File: src/rtl/mips_run_monitor.sv
// rtl/mips_run_monitor.sv - Run monitor for the mips_cpu observation ports: cycle count, halt/watchdog detection, PC trace.
module mips_run_monitor #(
    parameter int ADDR_W      = 32,
    parameter int DATA_W      = 32,
    parameter int CNT_W       = 16,
    parameter int MAX_CYCLES  = 1000,
    parameter int HALT_REPEAT = 4,
    parameter int TRACE_DEPTH = 8,
    localparam int PTR_W      = $clog2(TRACE_DEPTH),
    localparam int TC_W       = PTR_W + 1
) (
    input  logic              clk,
    input  logic              reset,
    input  logic              en,
    input  logic [ADDR_W-1:0] pc_in,
    input  logic [DATA_W-1:0] alu_in,
    input  logic [PTR_W-1:0]  rd_idx,
    output logic [ADDR_W-1:0] rd_pc,
    output logic [DATA_W-1:0] rd_alu,
    output logic [TC_W-1:0]   trace_count,
    output logic [CNT_W-1:0]  cycle_count,
    output logic              running,
    output logic              done,
    output logic              timed_out,
    output logic [ADDR_W-1:0] halt_pc
);
    localparam int RPT_W = $clog2(HALT_REPEAT + 1);

    typedef enum logic [1:0] {ST_RUN, ST_HALTED, ST_TIMEOUT} state_t;

    state_t             state_q, state_d;
    logic [CNT_W-1:0]   cycle_q, cycle_d;
    logic [PTR_W-1:0]   wr_ptr_q, wr_ptr_d;
    logic [TC_W-1:0]    tcount_q, tcount_d;
    logic [RPT_W-1:0]   rep_q, rep_d;
    logic [ADDR_W-1:0]  prev_pc_q, prev_pc_d;
    logic               prev_valid_q, prev_valid_d;
    logic [ADDR_W-1:0]  halt_pc_q, halt_pc_d;
    logic [ADDR_W-1:0]  rd_pc_q;
    logic [DATA_W-1:0]  rd_alu_q;
    logic               trace_we;

    logic [ADDR_W-1:0]  trace_pc  [TRACE_DEPTH];
    logic [DATA_W-1:0]  trace_alu [TRACE_DEPTH];

    logic [PTR_W-1:0]   rd_ptr;
    logic               rd_hit;

    always_comb begin
        state_d      = state_q;
        cycle_d      = cycle_q;
        wr_ptr_d     = wr_ptr_q;
        tcount_d     = tcount_q;
        rep_d        = rep_q;
        prev_pc_d    = prev_pc_q;
        prev_valid_d = prev_valid_q;
        halt_pc_d    = halt_pc_q;
        trace_we     = 1'b0;
        if (state_q == ST_RUN && en) begin
            cycle_d = cycle_q + CNT_W'(1);
            if (!prev_valid_q || pc_in != prev_pc_q) begin
                trace_we = 1'b1;
                wr_ptr_d = wr_ptr_q + PTR_W'(1);
                if (tcount_q != TC_W'(TRACE_DEPTH)) begin
                    tcount_d = tcount_q + TC_W'(1);
                end
                rep_d = '0;
            end else begin
                rep_d = rep_q + RPT_W'(1);
                if (rep_d == RPT_W'(HALT_REPEAT)) begin
                    state_d   = ST_HALTED;
                    halt_pc_d = pc_in;
                end
            end
            prev_pc_d    = pc_in;
            prev_valid_d = 1'b1;
            // A halt on the same cycle as the watchdog limit takes priority.
            if (cycle_d == CNT_W'(MAX_CYCLES) && state_d != ST_HALTED) begin
                state_d = ST_TIMEOUT;
            end
        end
    end

    assign rd_ptr = wr_ptr_q - PTR_W'(1) - rd_idx;
    assign rd_hit = {1'b0, rd_idx} < tcount_q;

    always_ff @(posedge clk) begin
        if (!reset) begin
            state_q      <= ST_RUN;
            cycle_q      <= '0;
            wr_ptr_q     <= '0;
            tcount_q     <= '0;
            rep_q        <= '0;
            prev_pc_q    <= '0;
            prev_valid_q <= 1'b0;
            halt_pc_q    <= '0;
            rd_pc_q      <= '0;
            rd_alu_q     <= '0;
        end else begin
            state_q      <= state_d;
            cycle_q      <= cycle_d;
            wr_ptr_q     <= wr_ptr_d;
            tcount_q     <= tcount_d;
            rep_q        <= rep_d;
            prev_pc_q    <= prev_pc_d;
            prev_valid_q <= prev_valid_d;
            halt_pc_q    <= halt_pc_d;
            rd_pc_q      <= rd_hit ? trace_pc[rd_ptr]  : '0;
            rd_alu_q     <= rd_hit ? trace_alu[rd_ptr] : '0;
        end
    end

    // Stale entries need no clearing: reads beyond tcount_q are masked to zero.
    always_ff @(posedge clk) begin
        if (reset && trace_we) begin
            trace_pc[wr_ptr_q]  <= pc_in;
            trace_alu[wr_ptr_q] <= alu_in;
        end
    end

    assign rd_pc       = rd_pc_q;
    assign rd_alu      = rd_alu_q;
    assign trace_count = tcount_q;
    assign cycle_count = cycle_q;
    assign running     = (state_q == ST_RUN);
    assign done        = (state_q == ST_HALTED);
    assign timed_out   = (state_q == ST_TIMEOUT);
    assign halt_pc     = halt_pc_q;
endmodule

File: config.mk
export PLATFORM = sky130hd
export DESIGN_NAME = mips_run_monitor
export DESIGN_NICKNAME = d
export VERILOG_FILES = /design/src/rtl/mips_run_monitor.sv
export SDC_FILE = /design/constraint.sdc
export NUM_CORES = 1
export LEC_CHECK = 0
export BUFFER_PORTS_ARGS = -buffer_cell sky130_fd_sc_hd__buf_2
export CORE_ASPECT_RATIO = 0.9
export CORE_MARGIN = 10
export CORE_UTILIZATION = 50
export DETAILED_ROUTE_END_ITERATION = 8
export GPL_TIMING_DRIVEN = 0
export HOLD_SLACK_MARGIN = 0.03
export PLACE_DENSITY = 0.68
export SETUP_SLACK_MARGIN = 0.3
export SYNTH_ARGS = -nofsm -noshare
export SYNTH_HDL_FRONTEND = slang
export SYNTH_SLANG_ARGS = --single-unit
File: constraint.sdc
create_clock -name clk -period 16.96 [get_ports clk]
set_input_delay 0 -clock clk [delete_from_list [all_inputs] [get_ports clk]]
set_output_delay 0 -clock clk [all_outputs]
set_load 0.02 [all_outputs]
==> impl_metrics.env, run 1 <==
export IMPL_outcome="finished clean"
export IMPL_critPathMaxStageDelay_ns=0.57
export IMPL_ys_top_cells_by_count="edfxtp_1, nand2_1, dfxtp_1"
export IMPL_gp_congestion=0.866
export IMPL_syn_area_um2=25100
export IMPL_cp_max_fo=10
export IMPL_vias_per_cell=5.49
export IMPL_cts_root_buf="clkbuf_16"
export IMPL_rsz0062_at_grt="no"
export IMPL_grt_usage_pct=19.7
export IMPL_yosysMostFrequentCell="edfxtp_1"
export IMPL_min_period_over_period_pct=20.1
export IMPL_min_period_ns=3.41
export IMPL_holdCritStartpoint="rd_idx[2]"
export IMPL_fin_tns_setup_ns=0
export IMPL_clock_path_buffers=3
export IMPL_netlist_instances=1486
export IMPL_cts_buffers=68
export IMPL_critical_path_endpoint_type="flip-flop"
export IMPL_grt_ovfl_total=0
export IMPL_hold_viol_final=0
export IMPL_rows=77
export IMPL_synthArstFlopShare_pct=0
export IMPL_cap_violations=0
export IMPL_synth_area_per_cell_um2=16.9
export IMPL_grt_pass1_wl_mm=89.8
export IMPL_holdWs_ns=0.140
export IMPL_dp_hpwl_mm=40.7
export IMPL_core_um2=49400
export IMPL_startpoint="prev_pc_q[17]"
export IMPL_final_setup_viol_count=0
export IMPL_postCtsSetupBuffers=0
export IMPL_die_w_um=256
export IMPL_seq_area_frac_synth_pct=73.6
export IMPL_drc=0
export IMPL_leakage_nw=10.8
export IMPL_required_ns=17.26
export IMPL_post_drt_wl_per_cell_um=22.5
export IMPL_die_h_um=233
export IMPL_cts_tree="built"
export IMPL_port_buffers=187
export IMPL_drive_gt1_share_pct=27.2
export IMPL_clock_fmax_mhz=294
export IMPL_syn_num_nets=1566
export IMPL_drtAntennaViolNets=0
export IMPL_clock_sinks=669
export IMPL_finalMaxSlewViolations=0
export IMPL_final_nets=1970
export IMPL_grt_max_degree=15
export IMPL_skew_ns=0.0285
export IMPL_synth_top_area_share_pct=61.1
export IMPL_initial_core_util_pct=50.9
export IMPL_drtIter0Drc=1180
export IMPL_insertion_delay_ns=0.60
export IMPL_netlist_top_cells_area="edfxtp_1, dfxtp_1, mux4_2"
export IMPL_drt_total_wl_mm=58.9
export IMPL_vdd_drop_max_mv=0.0701
export IMPL_power_density_nw_per_um2=119
export IMPL_antenna_found_initial=1
export IMPL_dp_slack_ns=13.52
export IMPL_ctsResizeCount=0
export IMPL_yosys_area_top_type="edfxtp_1"
export IMPL_cp_common_cell="buf_4"
export IMPL_worstSetupPathType="reg -> reg"
export IMPL_synth_seq_cells=669
export IMPL_fill_cells=3626
export IMPL_cp_num_buf_inv=7
export IMPL_ioPinCount=189
export IMPL_clkTransAtPathRegs_ns=0.06
export IMPL_yosysUniqueCellTypes=49
export IMPL_crit_path_start_kind="flip-flop"
export IMPL_first_pass_iters=5
export IMPL_layout_setup_ws_ns=13.55
export IMPL_synth_edf_count=512
export IMPL_yosysWarningCount=0
export IMPL_first_global_vias=14850
export IMPL_multiInputGateArea_um2=6310
export IMPL_worst_hold_path_type="in -> reg"
export IMPL_worst_pin_slew_ns=1.13
export IMPL_cts_max_level=3
export IMPL_reg2reg_from="prev_pc_q[17]"
export IMPL_final_seq_area_um2=18500
export IMPL_synthFlopType="edfxtp_1"
export IMPL_dr_total_vias=14371
export IMPL_dieArea_um2=59700
export IMPL_cp_slowest_cell="nor4_2"
export IMPL_arrival_ns=3.71
export IMPL_cp_cell_sequence="xor2_1 -> nor3_1 -> nor4bb_1 -> and4_4 -> nand2b_1 -> buf_4 -> nor4_2 -> buf_4 -> buf_4 -> buf_6 -> buf_4 -> buf_4 -> buf_6"
export IMPL_syn2layout_area_growth_pct=21.6
export IMPL_slew_limit_headroom_pct=24.3
export IMPL_crit_family="buffers and inverters"
==> worst register-to-register path, cell delays in order (launching register included) <==
cell and delay (ns):
dfxtp_1 0.36, xor2_1 0.18, nor3_1 0.10, nor4bb_1 0.15, and4_4 0.20, nand2b_1 0.17
buf_4 0.21, nor4_2 0.57, buf_4 0.31, buf_4 0.18, buf_6 0.15, buf_4 0.20
buf_4 0.20, buf_6 0.16
==> cells in the final DEF (no fill, tap or decap), types with 7 or more instances in the layout <==
cell type,count
clkbuf_1,75
nor2_1,8
clkinv_2,8
nand2b_1,17
and3_1,7
dlygate4sd3_1,65
mux2i_1,35
a21oi_1,66
a21boi_0,34
buf_6,26
mux4_2,128
inv_1,8
buf_2,203
ha_1,9
dfxtp_1,157
buf_4,56
nand4_1,17
xnor2_1,37
and2_1,14
nand2_1,281
clkbuf_16,72
nand3_1,13
clkinv_1,7
edfxtp_1,512
==> metal layers <==
layer / vias up / global-route usage [%] / part of all wire (%)
met4: 0 / 4.71 / 1.9
met3: 76 / 4.08 / 5.9
met1: 7415 / 27.2 / 44
li1: 6456 / - / -
met2: 424 / 31.7 / 48
met5: - / 0 / 0
==> path summary, 6_finish.rpt <==
path / endpoint / cells past startpoint / slack (ns)
worst max-delay path: trace_alu[2][6] / 13 / 13.55
worst min-delay path: rd_pc[30] / 6 / 0.14
worst max register to register: trace_alu[2][6] / 13 / 13.55
worst min register to register: halt_pc[30] / 2 / 0.45
==> logic make-up after synthesis <==
kind of cell | after synthesis | share of synthesized area, %
adder cells (fa/ha/maj) | 10 | 0.527
buffers and inverters | 84 | 1.51
multiplexers | 163 | 12.9
XOR/XNOR | 45 | 1.60
AO/OA/AOI/OAI | 121 | 2.89
flip-flops | 669 | 73.6
AND/OR/NAND/NOR | 394 | 6.97
==> power by group <==
group,leakage (nW),internal [mW],switching (mW)
clock network,1.08,0.868,0.604
registers,5.90,1.80,0.0124
logic,3.85,0.150,0.203
==> registers in the layout, summed over array words and instances, names as in the netlist <==
name	cells
wr_ptr_q	3
prev_pc_q	32
cycle_count	16
rep_q	3
trace_count	4
trace_pc	256
rd_alu	32
trace_alu	256
prev_valid_q	1
state_q	2
rd_pc	32
halt_pc	32
==> layout make-up <==
cell class	instances	share of cell area, %
multi-input combinational	733	20.6
clock inverter	25	0.827
tap	671	2.75
clock buffer	100	6.41
buffer	76	1.15
sequential	669	60.6
timing repair buffer	334	7.56
antenna	2	0.0164
inverter	8	0.0982
==> timing repair <==
action                                  in CTS  in global routing
endpoints found under the hold margin      579                  0
endpoints found under the setup margin       0                  0
hold buffers                                65                  0
==> through the flow <==
step / power (mW) / instance area, um^2 / instances / util (%)
CTS: 3.66 / 30600 / 2616 / 61.8
global placement: 2.18 / 26900 / 2344 / 54.5
floorplan: 2.07 / 25100 / 1486 / -
global route: 3.75 / 30600 / 2617 / 61.9
detailed placement: 2.19 / 27700 / 2426 / 56.1
finish: 3.63 / 30600 / 2618 / 61.9
Note: power is estimated with default switching activity, not from simulation.
==> inputs of run 2 (changes only) <==
--- a/config.mk
+++ b/config.mk
@@ -12,7 +12,7 @@
 export DETAILED_ROUTE_END_ITERATION = 8
 export GPL_TIMING_DRIVEN = 0
 export HOLD_SLACK_MARGIN = 0.03
-export PLACE_DENSITY = 0.68
+export PLACE_DENSITY = 0.71
 export SETUP_SLACK_MARGIN = 0.3
 export SYNTH_ARGS = -nofsm -noshare
 export SYNTH_HDL_FRONTEND = slang
==> constraint.sdc (replaced) <==
create_clock -name clk -period 2.75 [get_ports clk]
set_input_delay 0 -clock clk [delete_from_list [all_inputs] [get_ports clk]]
set_output_delay 0 -clock clk [all_outputs]
set_load 0.02 [all_outputs]
==> run 2 against run 1 <==
Compared with the run above: utilization grew 2.9 points; hold slack lost 0.0056 ns; final area grew 4.7%; clock-buffer cell count shrank 9; non-clock buffer count grew 57; global-route usage grew 0.84 points; critical path type unchanged; clock power grew to 6.1 times the previous value; wire length grew 7.9%; die area is the same.
==> impl_metrics.env, run 2 (same netlist as run 1, synthesis figures left out) <==
export IMPL_rows=77
export IMPL_die_h_um=233
export IMPL_reg2reg_from="prev_pc_q[25]"
export IMPL_leakage_nw=11.5
export IMPL_holdWs_ns=0.135
export IMPL_worstSetupPathType="reg -> reg"
export IMPL_required_ns=3.04
export IMPL_dr_total_vias=14968
export IMPL_cp_num_buf_inv=4
export IMPL_critical_path_endpoint_type="flip-flop"
export IMPL_r2r_setup_slack_ns=0.20
export IMPL_clkTransAtPathRegs_ns=0.06
export IMPL_grt_max_degree=18
export IMPL_path_depth=10
export IMPL_post_drt_wl_per_cell_um=23.8
export IMPL_placed_cells=2394
export IMPL_grt_pass1_wl_mm=93.2
export IMPL_cts_root_buf="clkbuf_16"
export IMPL_stdcell_count=2672
export IMPL_fin_tns_setup_ns=0
export IMPL_drtIter0Drc=1322
export IMPL_layout_commonest_cell="edfxtp_1"
export IMPL_crit_family="simple AND/OR/NAND/NOR gates"
export IMPL_stdcell_area_um2=32000
export IMPL_grt_ovfl_total=0
export IMPL_gp_congestion=0.870
export IMPL_outcome="finished clean"
export IMPL_dpl_instance_area_um2=27800
export IMPL_antenna_found_initial=1
export IMPL_startpoint="prev_pc_q[25]"
export IMPL_first_pass_iters=5
export IMPL_final_setup_viol_count=0
export IMPL_holdCritStartpoint="en"
export IMPL_port_buffers=187
export IMPL_clock_fmax_mhz=392
export IMPL_hold_depth=4
export IMPL_die_w_um=256
export IMPL_first_global_vias=15095
export IMPL_worst_hold_path_type="in -> reg"
export IMPL_mostFrequentLayoutCells="edfxtp_1, nand2_1, buf_2"
export IMPL_drt_total_wl_mm=63.5
export IMPL_drtAntennaViolNets=0
export IMPL_top_regs="trace_alu (256), trace_pc (256)"
export IMPL_vias_per_cell=5.60
export IMPL_initial_core_util_pct=50.9
export IMPL_clock_sinks=669
export IMPL_finalMaxSlewViolations=0
export IMPL_min_period_ns=2.55
export IMPL_rsz0062_at_grt="yes"
export IMPL_fill_cells=3436
export IMPL_reg2reg_depth=10
export IMPL_clock_path_buffers=3
export IMPL_vdd_drop_max_mv=0.403
export IMPL_min_period_over_period_pct=92.8
export IMPL_cts_max_level=3
export IMPL_crit_path_start_kind="flip-flop"
export IMPL_cts_tree="built"
export IMPL_core_um2=49400
export IMPL_dp_hpwl_mm=40.1
export IMPL_ioPinCount=189
export IMPL_cp_max_fo=17
export IMPL_cp_cell_sequence="or2b_1 -> nand4_1 -> nor4bb_4 -> and4_4 -> nand2b_4 -> buf_12 -> buf_6 -> nor3_4 -> buf_4 -> buf_8"
export IMPL_critPathMaxStageDelay_ns=0.34
export IMPL_syn2layout_area_growth_pct=27.4
export IMPL_power_density_nw_per_um2=705
export IMPL_final_nets=2026
export IMPL_cp_slowest_cell="dfxtp_2"
export IMPL_dieArea_um2=59700
export IMPL_slew_limit_headroom_pct=52.7
export IMPL_arrival_ns=2.85
export IMPL_insertion_delay_ns=0.61
export IMPL_skew_ns=0.0360
export IMPL_drive_gt1_share_pct=31.9
export IMPL_drc=0
export IMPL_hold_viol_final=0
export IMPL_grt_usage_pct=20.5
export IMPL_cap_violations=0
export IMPL_cts_buffers=67
export IMPL_worst_pin_slew_ns=0.709
[run 2: changes by cell type in the layout (fill, tap and decap cells not counted), moves of 7 or more]
cell | previous run | this run
clkbuf_4 | 1 | 12
buf_4 | 56 | 71
dfxtp_1 | 157 | 149
clkbuf_1 | 75 | 39
buf_12 | 0 | 31
buf_2 | 203 | 195
buf_8 | 5 | 20
dfxtp_2 | 0 | 7
[run 2: timing repair]
| action | CTS | global route |
|---|---|---|
| endpoints found under the setup margin | 389 | 353 |
| gates resized for setup | 88 | 73 |
| pin swaps | 12 | 11 |
| gates cloned | 1 | 10 |
| buffers inserted | 33 | 45 |
| hold endpoints to repair | 579 | 0 |
| hold buffers | 65 | 0 |
[run 2: metal layers]
metal	routed length (um)	GRT usage [%]
met5	0	0
met4	1610	5.91
met3	5210	4.26
met2	30400	33.0
met1	26300	28.1
[run 2: cell type report]
cell class	instances	area [um^2]	share of cell area, %
Sequential cell	669	18500	57.9
Multi-Input combinational cell	733	6480	20.2
Timing Repair Buffer	391	3460	10.8
Clock buffer	91	1880	5.87
Tap cell	671	840	2.62
Buffer	76	520	1.63
Clock inverter	32	289	0.903
Inverter	8	30.0	0.0938
Antenna cell	1	2.50	0.00781
[run 2: worst paths after layout]
check	to
setup / recovery	trace_alu[3][0]
hold / removal	trace_count[3]
setup reg to reg	trace_alu[3][0]
hold reg to reg	halt_pc[30]
[run 2: worst reg2reg max path, cell delays in order, from the launching register on]
cell and delay (ns):
dfxtp_2 0.34, or2b_1 0.26, nand4_1 0.13, nor4bb_4 0.06, and4_4 0.18, nand2b_4 0.18, buf_12 0.16, buf_6 0.12
nor3_4 0.28, buf_4 0.30, buf_8 0.23
[run 2: power by group]
group          switching, mW  internal, mW
sequential            0.0803          11.1
combinational           1.34          1.10
clock                   3.78          5.20
[run 2: through the flow]
| step | total power [mW] | util (%) | setup WS, ns |
|---|---|---|---|
| floorplan | 12.7 | - | -0.970 |
| global placement | 13.4 | 54.8 | -3.20 |
| detailed placement | 13.5 | 56.2 | -0.871 |
| CTS | 22.6 | 63.1 | 0.243 |
| global route | 23.3 | 64.8 | 0.157 |
| finish | 22.6 | 64.8 | 0.197 |
